==> src/rtl/mult_seq.sv <==
// Sequential radix-2 shift-add multiplier, unsigned or two's-complement, full 2*WIDTH product.
// Latency: DONE pulses WIDTH+1 cycles after START is sampled; START is ignored while BUSY.
// Backpressure: none downstream; the requester stalls on BUSY, and RESULT/OVERFLOW hold until the next DONE.
module mult_seq #(
    parameter int WIDTH     = 8,
    parameter bit SIGNED_EN = 1'b1
) (
    input  logic                 CLK,
    input  logic                 RESET,
    input  logic                 START,
    input  logic                 SIGNED,
    input  logic [WIDTH-1:0]     X,
    input  logic [WIDTH-1:0]     Y,
    output logic                 BUSY,
    output logic                 DONE,
    output logic [2*WIDTH-1:0]   RESULT,
    output logic                 OVERFLOW
);

    localparam logic [1:0] S_IDLE = 2'd0;
    localparam logic [1:0] S_CALC = 2'd1;
    localparam logic [1:0] S_FIN  = 2'd2;
    localparam int         CW     = $clog2(WIDTH + 1);

    logic [1:0]           state;
    logic [WIDTH-1:0]     mcand;
    logic [WIDTH-1:0]     mplier;
    logic [WIDTH-1:0]     acc;
    logic [CW-1:0]        cnt;
    logic                 neg;
    logic                 sgn;

    logic                 mode_signed;
    logic [WIDTH-1:0]     x_abs;
    logic [WIDTH-1:0]     y_abs;
    logic [WIDTH-1:0]     add_term;
    logic [WIDTH:0]       sum;
    logic [2*WIDTH-1:0]   product;
    logic [2*WIDTH-1:0]   prod_out;
    logic [WIDTH:0]       hi_sign;
    logic                 ovf;

    // Magnitudes fit in WIDTH unsigned bits, including the most-negative operand.
    always_comb begin
        mode_signed = SIGNED_EN && SIGNED;
        x_abs       = (mode_signed && X[WIDTH-1]) ? -X : X;
        y_abs       = (mode_signed && Y[WIDTH-1]) ? -Y : Y;
        add_term    = mplier[0] ? mcand : '0;
        sum         = {1'b0, acc} + {1'b0, add_term};
        product     = {acc, mplier};
        prod_out    = neg ? -product : product;
        hi_sign     = prod_out[2*WIDTH-1:WIDTH-1];
        if (sgn) begin
            ovf = ~((&hi_sign) | ~(|hi_sign));
        end else begin
            ovf = |prod_out[2*WIDTH-1:WIDTH];
        end
    end

    assign BUSY = (state != S_IDLE);

    always_ff @(posedge CLK or negedge RESET) begin
        if (!RESET) begin
            state    <= S_IDLE;
            mcand    <= '0;
            mplier   <= '0;
            acc      <= '0;
            cnt      <= '0;
            neg      <= 1'b0;
            sgn      <= 1'b0;
            DONE     <= 1'b0;
            RESULT   <= '0;
            OVERFLOW <= 1'b0;
        end else begin
            DONE <= 1'b0;
            case (state)
                S_IDLE: begin
                    if (START) begin
                        mcand  <= x_abs;
                        mplier <= y_abs;
                        acc    <= '0;
                        cnt    <= '0;
                        neg    <= mode_signed & (X[WIDTH-1] ^ Y[WIDTH-1]);
                        sgn    <= mode_signed;
                        state  <= S_CALC;
                    end
                end
                S_CALC: begin
                    // {carry, acc, mplier} >> 1 after the conditional add
                    acc    <= sum[WIDTH:1];
                    mplier <= {sum[0], mplier[WIDTH-1:1]};
                    cnt    <= cnt + CW'(1);
                    if (cnt == CW'(WIDTH - 1)) begin
                        state <= S_FIN;
                    end
                end
                S_FIN: begin
                    RESULT   <= prod_out;
                    OVERFLOW <= ovf;
                    DONE     <= 1'b1;
                    state    <= S_IDLE;
                end
                default: begin
                    state <= S_IDLE;
                end
            endcase
        end
    end

endmodule

==> config.mk <==
export PLATFORM = sky130hd
export DESIGN_NAME = mult_seq
export DESIGN_NICKNAME = d
export VERILOG_FILES = /design/src/rtl/mult_seq.sv
export SDC_FILE = /design/constraint.sdc
export NUM_CORES = 1
export LEC_CHECK = 0
export ABC_AREA = 1
export BUFFER_PORTS_ARGS = -buffer_cell sky130_fd_sc_hd__buf_2
export CAP_MARGIN = 5
export CORE_ASPECT_RATIO = 0.8
export CORE_MARGIN = 1.5
export CORE_UTILIZATION = 55
export DETAILED_ROUTE_END_ITERATION = 8
export GPL_TIMING_DRIVEN = 0
export PLACE_DENSITY = 0.76
export RECOVER_POWER = 25
export SLEW_MARGIN = 20
export SYNTH_ARGS = -nofsm -noshare
export SYNTH_HDL_FRONTEND = slang
export SYNTH_SLANG_ARGS = --single-unit
==> constraint.sdc <==
create_clock -name CLK -period 4.21 [get_ports CLK]
set_input_delay 0.421 -clock CLK [delete_from_list [all_inputs] [get_ports CLK]]
set_output_delay 0.421 -clock CLK [all_outputs]
set_load 0.03 [all_outputs]
==> results of run 1 <==
[state kept, by name, summed over array words and instances (netlist names)]
name      cells
acc           8
neg           1
mcand         8
DONE          1
cnt           4
OVERFLOW      1
RESULT       16
sgn           1
mplier        8
state         2
[cells by family (layout without fill, tap and decap cells)]
group | after synthesis | after routing | synth area share (%)
flip-flops | 50 | 50 | 40.10
buffers and inverters | 70 | 116 | 9.182
AND/OR/NAND/NOR | 178 | 178 | 25.70
AO/OA/AOI/OAI | 78 | 78 | 14.23
XOR/XNOR | 19 | 19 | 5.333
adder cells (fa/ha/maj) | 13 | 13 | 5.453
[synthesized netlist by cell type, types with 4 or more instances]
cell	n
a21oi_1	12
nor2_1	38
nor2_4	4
nand2_2	14
xor2_1	15
dfrtp_1	50
inv_1	47
ha_1	12
a31oi_1	6
nand2_1	89
nand3_1	19
inv_2	11
nand4_1	4
o21ai_0	37
o22ai_1	8
clkbuf_1	7
nor2_2	4
xnor2_1	4
a22oi_1	6
[worst min path at each step]
| stage | to | slack (ns) | cells past startpoint | startpoint |
|---|---|---|---|---|
| final | mplier[0]$_DFFE_PN0P_ | 0.39 | 3 | Y[0] |
| after global routing | sgn$_DFFE_PN0P_ | 0.39 | 3 | SIGNED |
| after CTS | RESULT[7]$_DFFE_PN0P_ | 0.34 | 1 | RESET |
| after detailed placement | RESULT[10]$_DFFE_PN0P_ | 0.47 | 2 | RESULT[10]$_DFFE_PN0P_ |
| after global placement | OVERFLOW$_DFFE_PN0P_ | 0.46 | 2 | OVERFLOW$_DFFE_PN0P_ |
| after floorplan | DONE$_DFF_PN0_ | 0.13 | 0 | RESET |
[routing by layer]
layer  up-vias  routed length, µm
met2        88               2973
met3         7                393
met4         0                 68
met1      1218               3206
met5         -                  0
li1       1418                  -
[power by group through the flow]
stage          Combinational [mW]  Sequential (mW)  Clock (mW)
2_1_floorplan                1.04            0.947           0
3_3_place_gp                 1.43            0.867           0
3_5_place_dp                 1.46            0.877           0
4_1_cts                      1.47            0.870       0.294
5_1_grt                      1.67            0.900       0.319
6_report                     1.47            0.871       0.292
[through the flow]
| step | setup slack, ns | cells | total power, mW | instance area, µm² |
|---|---|---|---|---|
| floorplan | 2.328 | 408 | 1.982 | 3120 |
| global placement | 2.159 | 524 | 2.294 | 3408 |
| detailed placement | 2.129 | 524 | 2.339 | 3408 |
| CTS | 2.103 | 532 | 2.636 | 3500 |
| global route | 1.232 | 532 | 2.888 | 3498 |
| finish | 1.897 | 532 | 2.636 | 3498 |
[layout make-up]
class	instances	area [µm²]	share of cell area, %
clock buffers	7	86.33	2.468
flip-flops and latches	50	1251	35.77
clock inverters	1	5.005	0.1431
multi-input cells	288	1583	45.24
well taps	78	97.59	2.790
inverters	58	217.7	6.223
repair buffers	38	188.9	5.401
plain buffers	12	68.82	1.967
==> impl_metrics.py, run 1 <==
metrics = {
    "run_status": {
        "outcome": "complete, but fails checks",
        "violations": "max-capacitance violations, max-slew violations",
    },
    "placed_design": {
        "gp_congestion": 0.8834,
        "port_buffers": 38,
        "dp_hpwl_um": 5206,
    },
    "grt": {
        "gr-usage-met2_pct": 37.12,
        "antenna_found_initial": 0,
        "grt_max_degree": 51,
        "overflow": 0,
        "grt.met1_usage_pct": 33.36,
        "grt_pass1_vias": 2501,
        "met3_usage_pct": 4.728,
        "grt_pass1_wl_um": 11390,
        "grt_util_all_layers_pct": 23.78,
        "grt.busiest_layer": "met2",
    },
    "worst_setup_path": {
        "worstPathRequired_ns": 4.10,
        "slowest_delay_ns": 1.76,
        "crit_path_end_kind": "asynchronous set/reset pin",
        "cp_max_fo": 50,
        "reg2reg_to": "acc[7]$_DFFE_PN0P_",
        "cp.depth": 1,
        "worst-path-buf-inv": 1,
        "crit_path_end": "neg$_DFFE_PN0P_",
        "critPathTopFamily": "buffers and inverters",
        "crit_start": "RESET",
        "critPathSlowestCell": "clkbuf_1",
        "rr_startpoint": "mplier[0]$_DFFE_PN0P_",
        "reg2reg_slack_ns": 2.11,
        "path_class": "input pin to asynchronous set/reset pin",
        "path_cells": "clkbuf_1",
        "cp.arrival_ns": 2.21,
        "r2r_cells": 17,
        "critPathLaunchType": "input pin",
    },
    "synthesis": {
        "synth_seq_cells": 50,
        "synth_cells": 408,
        "synthArstFlopShare_pct": 100.0,
        "synth_flop_cell": "dfrtp_1",
        "synth_cell_types": 32,
        "synth.avg_cell_area_um2": 7.648,
        "yosysTopAreaCell": "dfrtp_1",
        "synth_top_area_share_pct": 40.10,
        "synth_fp_nets": 441,
        "netlist_area_um2": 3120,
        "synth_area_leaders": "dfrtp_1 (40%), nand2_1 (11%), o21ai_0 (5.9%), inv_1 (5.7%), ha_1 (4.8%)",
        "synth_edf_count": 0,
        "seq_area_frac_synth_pct": 40.10,
        "synth_warnings": 0,
    },
    "detailed_routing": {
        "routed_wl_um": 6641,
        "vias": 2731,
        "viasPerCell": 5.133,
        "route.detailed.drc": 0,
        "drt_iter0_drc": 115,
        "ant_nets": 0,
        "dr.pass1.iters": 4,
        "wire_per_inst_um": 12.48,
    },
    "job": {
        "drv_cap": 1,
    },
    "final_layout": {
        "fill_cells": 518,
        "final_cell_mix": "nand2_1 (89), dfrtp_1 (50), inv_1 (47)",
        "final_core_util_pct": 64.01,
        "area_growth_pct": 12.11,
        "nNetsFinal": 486,
        "layout_commonest_cell": "nand2_1",
        "drive_gt1_share_pct": 18.72,
        "antenna_cells": 0,
    },
    "clocking": {
        "tritoncts.num_buffers": 5,
        "clockRootBuffer": "clkbuf_8",
        "post_cts_buffers": 0,
        "cts_tree": "done",
        "hold_buffers": 0,
        "worstSkewPairLatency_ns": 0.31,
        "clk_pin_slew_ns": 0.09,
        "cts-resized-gates": 0,
        "cts.sinks": 50,
        "cts.path.max_buffers": 2,
        "htreeDepth": 2,
    },
    "sta": {
        "relSlewSlack_pct": -68.29,
        "fin_skew_ns": 0.008647,
        "max_freq_mhz": 432.4,
        "min_period_over_period_pct": 54.93,
        "final_max_slew_viol_count": 51,
        "hold_ws_ns": 0.3898,
        "hold_violations": 0,
        "setup_viol": 0,
        "timing.setup.tns_ns": 0,
        "period_minus_slack_ns": 2.313,
        "rsz0062_at_grt": "false",
        "worst_pin_slew_ns": 2.524,
    },
    "power_and_ir_drop": {
        "intPower_mw": 1.343,
        "pwr-share-comb_pct": 55.9,
        "swShare_pct": 49.06,
        "p_switching_mw": 1.293,
        "powerDensity_nw_per_um2": 753.4,
        "clock_power_share_pct": 11.1,
        "ir_drop_mv": 0.2577,
        "power_leakage_nw": 1.776,
        "seqPwrFrac_pct": 33.1,
    },
    "die": {
        "die-height_um": 70.37,
        "initial_core_util_pct": 57.10,
        "core_um2": 5465,
        "die_w_um": 87.22,
        "rows": 24,
        "io_pins": 39,
        "die-area_um2": 6137,
    },
    "hold_path": {
        "holdCritPathClass": "input pin to flip-flop",
    },
}
No activity file was read; power rests on OpenSTA's default activity.
==> inputs of run 2 (changes only) <==
--- a/config.mk
+++ b/config.mk
@@ -5,7 +5,7 @@
 export SDC_FILE = /design/constraint.sdc
 export NUM_CORES = 1
 export LEC_CHECK = 0
-export ABC_AREA = 1
+export ABC_AREA = 0
 export BUFFER_PORTS_ARGS = -buffer_cell sky130_fd_sc_hd__buf_2
 export CAP_MARGIN = 5
 export CORE_ASPECT_RATIO = 0.8
==> constraint.sdc (replaced) <==
create_clock -name CLK -period 2.4 [get_ports CLK]
set_input_delay 0.24 -clock CLK [delete_from_list [all_inputs] [get_ports CLK]]
set_output_delay 0.24 -clock CLK [all_outputs]
set_load 0.03 [all_outputs]
==> run 2 against run 1 <==
  * The flow now finishes without violations
  * Register-to-register slack worse by 2.1 ns
  * Clock power increased by 110%
  * Sequential power up 76%
  * Cell count decreased by 7.1%
  * Utilization is 2.2 points higher
  * First-iteration DRC count is 130% higher
  * Combinational power grew 79%
  * Clock skew about the same
  * Via count is 3.6% higher
  * Non-clock buffer count grew 15
  * Flip-flop and latch count unchanged
  * Largest power group unchanged
==> impl_metrics.py, run 2 <==
metrics = {
    "run_status": {
        "outcome": "finished, final reports clean",
    },
    "die": {
        "rows": 24,
        "initial_core_util_pct": 56.89,
        "die-height_um": 70.25,
        "die-area_um2": 6116,
        "io_pins": 39,
        "die_w_um": 87.06,
        "core_um2": 5465,
    },
    "synthesis": {
        "yosysTopAreaCell": "dfrtp_1",
        "synth_edf_count": 0,
        "synth_cell_types": 44,
        "seq_area_frac_synth_pct": 40.24,
        "synth_area_leaders": "dfrtp_1 (40%), o21ai_0 (8.4%), nand2_1 (7.1%), xor2_1 (5.1%), ha_1 (4.8%)",
        "synth_most_common_cell": "nand2_1",
        "synth_seq_cells": 50,
        "synth.avg_cell_area_um2": 8.472,
        "synth_fp_nets": 400,
        "synth_flop_cell": "dfrtp_1",
        "synth_top_area_share_pct": 40.24,
        "netlist_area_um2": 3109,
        "synth_cells": 367,
        "synthArstFlopShare_pct": 100.0,
        "synth_warnings": 0,
        "synth_common_cells": "nand2_1 (59), o21ai_0 (52), dfrtp_1 (50), clkbuf_1 (22), nor2_1 (19)",
    },
    "grt": {
        "grt_pass1_wl_um": 12880,
        "antenna_found_initial": 0,
        "grt_util_all_layers_pct": 27.24,
        "grt_pass1_vias": 2590,
        "overflow": 0,
        "grt_max_degree": 51,
    },
    "placed_design": {
        "port_buffers": 37,
        "dp_hpwl_um": 5459,
        "postPlaceCellArea_um2": 3392,
        "gp_congestion": 0.9698,
    },
    "worst_setup_path": {
        "critPathTopFamily": "simple AND/OR/NAND/NOR gates",
        "path_class": "flip-flop to flip-flop",
        "cp_max_fo": 7,
        "slowest_delay_ns": 0.50,
        "crit_path_end_kind": "flip-flop",
        "worst-path-buf-inv": 1,
        "path_cells": "buf_6 -> or4_4 -> or3b_4 -> o41ai_4 -> xor2_1 -> nand3_1 -> nor4_2 -> o31ai_1",
        "reg2reg_slack_ns": 0.006,
        "worstPathRequired_ns": 2.59,
        "critPathSlowestCell": "or4_4",
        "cp.arrival_ns": 2.58,
        "critPathLaunchType": "flip-flop",
    },
    "final_layout": {
        "fill_cells": 480,
        "drive_gt1_share_pct": 18.51,
        "largest_reg_flops": 16,
        "area_growth_pct": 16.42,
        "seq_area_um2": 1255,
        "top_register": "RESULT",
        "nNetsFinal": 448,
        "layout_commonest_cell": "nand2_1",
        "final_cell_mix": "nand2_1 (57), dfrtp_1 (47), o21ai_0 (47)",
        "multi_input_area_um2": 1775,
        "fin_area_um2": 3620,
        "antenna_cells": 0,
    },
    "clocking": {
        "htreeDepth": 2,
        "cts_tree": "done",
        "clk_pin_slew_ns": 0.09,
        "cts.sinks": 50,
        "clockRootBuffer": "clkbuf_8",
        "cts.path.max_buffers": 2,
        "tritoncts.num_buffers": 5,
        "worstSkewPairLatency_ns": 0.31,
    },
    "sta": {
        "rsz0062_at_grt": "true",
        "max_freq_mhz": 417.8,
        "hold_violations": 0,
        "timing.setup.tns_ns": 0,
        "final_max_slew_viol_count": 0,
        "period_minus_slack_ns": 2.394,
        "relSlewSlack_pct": 16.79,
        "worst_pin_slew_ns": 1.248,
        "min_period_over_period_pct": 99.73,
        "fin_skew_ns": 0.008451,
        "setup_viol": 0,
    },
    "power_and_ir_drop": {
        "intPower_mw": 2.522,
        "p_switching_mw": 2.241,
        "powerDensity_nw_per_um2": 1316,
        "power_leakage_nw": 1.659,
        "seqPwrFrac_pct": 32.2,
        "ir_drop_mv": 0.7144,
        "pwr-share-comb_pct": 55.1,
        "clock_power_share_pct": 12.7,
        "swShare_pct": 47.06,
    },
    "job": {
        "drv_cap": 0,
    },
    "detailed_routing": {
        "wire_per_inst_um": 15.75,
        "drt_iter0_drc": 268,
        "dr.pass1.iters": 5,
        "route.detailed.drc": 0,
        "vias": 2829,
        "ant_nets": 0,
        "routed_wl_um": 7780,
        "wl_met1_um": 3666,
        "viasPerCell": 5.727,
        "routed.top_layer": "met4",
        "wl_met2_um": 3583,
        "dr_wl_met3_um": 446,
    },
    "hold_path": {
        "holdCritPathClass": "input pin to asynchronous set/reset pin",
    },
}
## run 2: cell count changes in the layout (fill, tap and decap cells not counted), moves of 10 or more
cell	delta
inv_1	-34
inv_2	-10
nand2_1	-32
nand2_2	-13
nor2_1	-19
o21ai_0	+10
## run 2: area by class of cell
type,count,share of cell area (%)
Clock buffer,5,1.901
Buffer,21,2.627
Timing Repair Buffer,44,6.498
Tap cell,78,2.696
Multi-Input combinational cell,279,49.05
Sequential cell,50,34.67
Clock inverter,3,1.106
Inverter,14,1.452
## run 2: metrics by stage
stage	cells	hold slack [ns]	power (mW)	util, %	worst slack [ns]
CTS	492	0.1822	4.621	65.16	0.00006906
detailed placement	482	0.4551	3.917	62.07	-0.3200
floorplan	367	-0.05559	3.252	-	0.004186
global route	494	0.2182	5.157	66.23	-0.08932
finish	494	0.1837	4.763	66.23	0.006459
global placement	482	0.4527	3.837	62.07	-0.2969
## run 2: path summary, 6_finish.rpt
path / start / endpoint / depth (start not counted)
worst max-delay path: mplier[4]$_DFFE_PN0P_ / OVERFLOW$_DFFE_PN0P_ / 8
worst min-delay path: RESET / RESULT[12]$_DFFE_PN0P_ / 1
worst max register to register: mplier[4]$_DFFE_PN0P_ / OVERFLOW$_DFFE_PN0P_ / 8
worst min register to register: mcand[7]$_DFFE_PN0P_ / mcand[7]$_DFFE_PN0P_ / 2
max in group asynchronous: RESET / mplier[1]$_DFFE_PN0P_ / 1
min in group CLK: X[0] / mcand[0]$_DFFE_PN0P_ / 3
## run 2: kinds of logic (layout without fill, tap and decap cells)
family | Yosys count | in the layout | share of synthesized area [%]
XOR/XNOR | 31 | 31 | 8.732
AO/OA/AOI/OAI | 92 | 92 | 17.75
AND/OR/NAND/NOR | 138 | 138 | 21.29
buffers and inverters | 38 | 87 | 4.869
flip-flops | 50 | 50 | 40.24
multiplexers | 5 | 5 | 1.650
adder cells (fa/ha/maj) | 13 | 13 | 5.473
## run 2: what timing repair did
action / in CTS / in global routing
hold buffers: 0 / 0
resized for setup: 13 / 15
setup buffers: 4 / 2
pin swaps: 6 / 6
cloned: 0 / 1
setup endpoints to repair: 5 / 4
## run 2: routing by layer
metal	vias up	GRT usage (%)
li1	1366	-
met3	11	4.137
met2	111	40.40
met5	-	0
met4	0	6.989
met1	1341	41.46
## run 2: power groups by stage
stage	registers, mW	logic, mW	clock network (mW)
floorplan	1.68	1.58	0
global placement	1.47	2.36	0
detailed placement	1.49	2.42	0
CTS	1.48	2.53	0.610
global route	1.58	2.93	0.643
finish	1.53	2.63	0.604
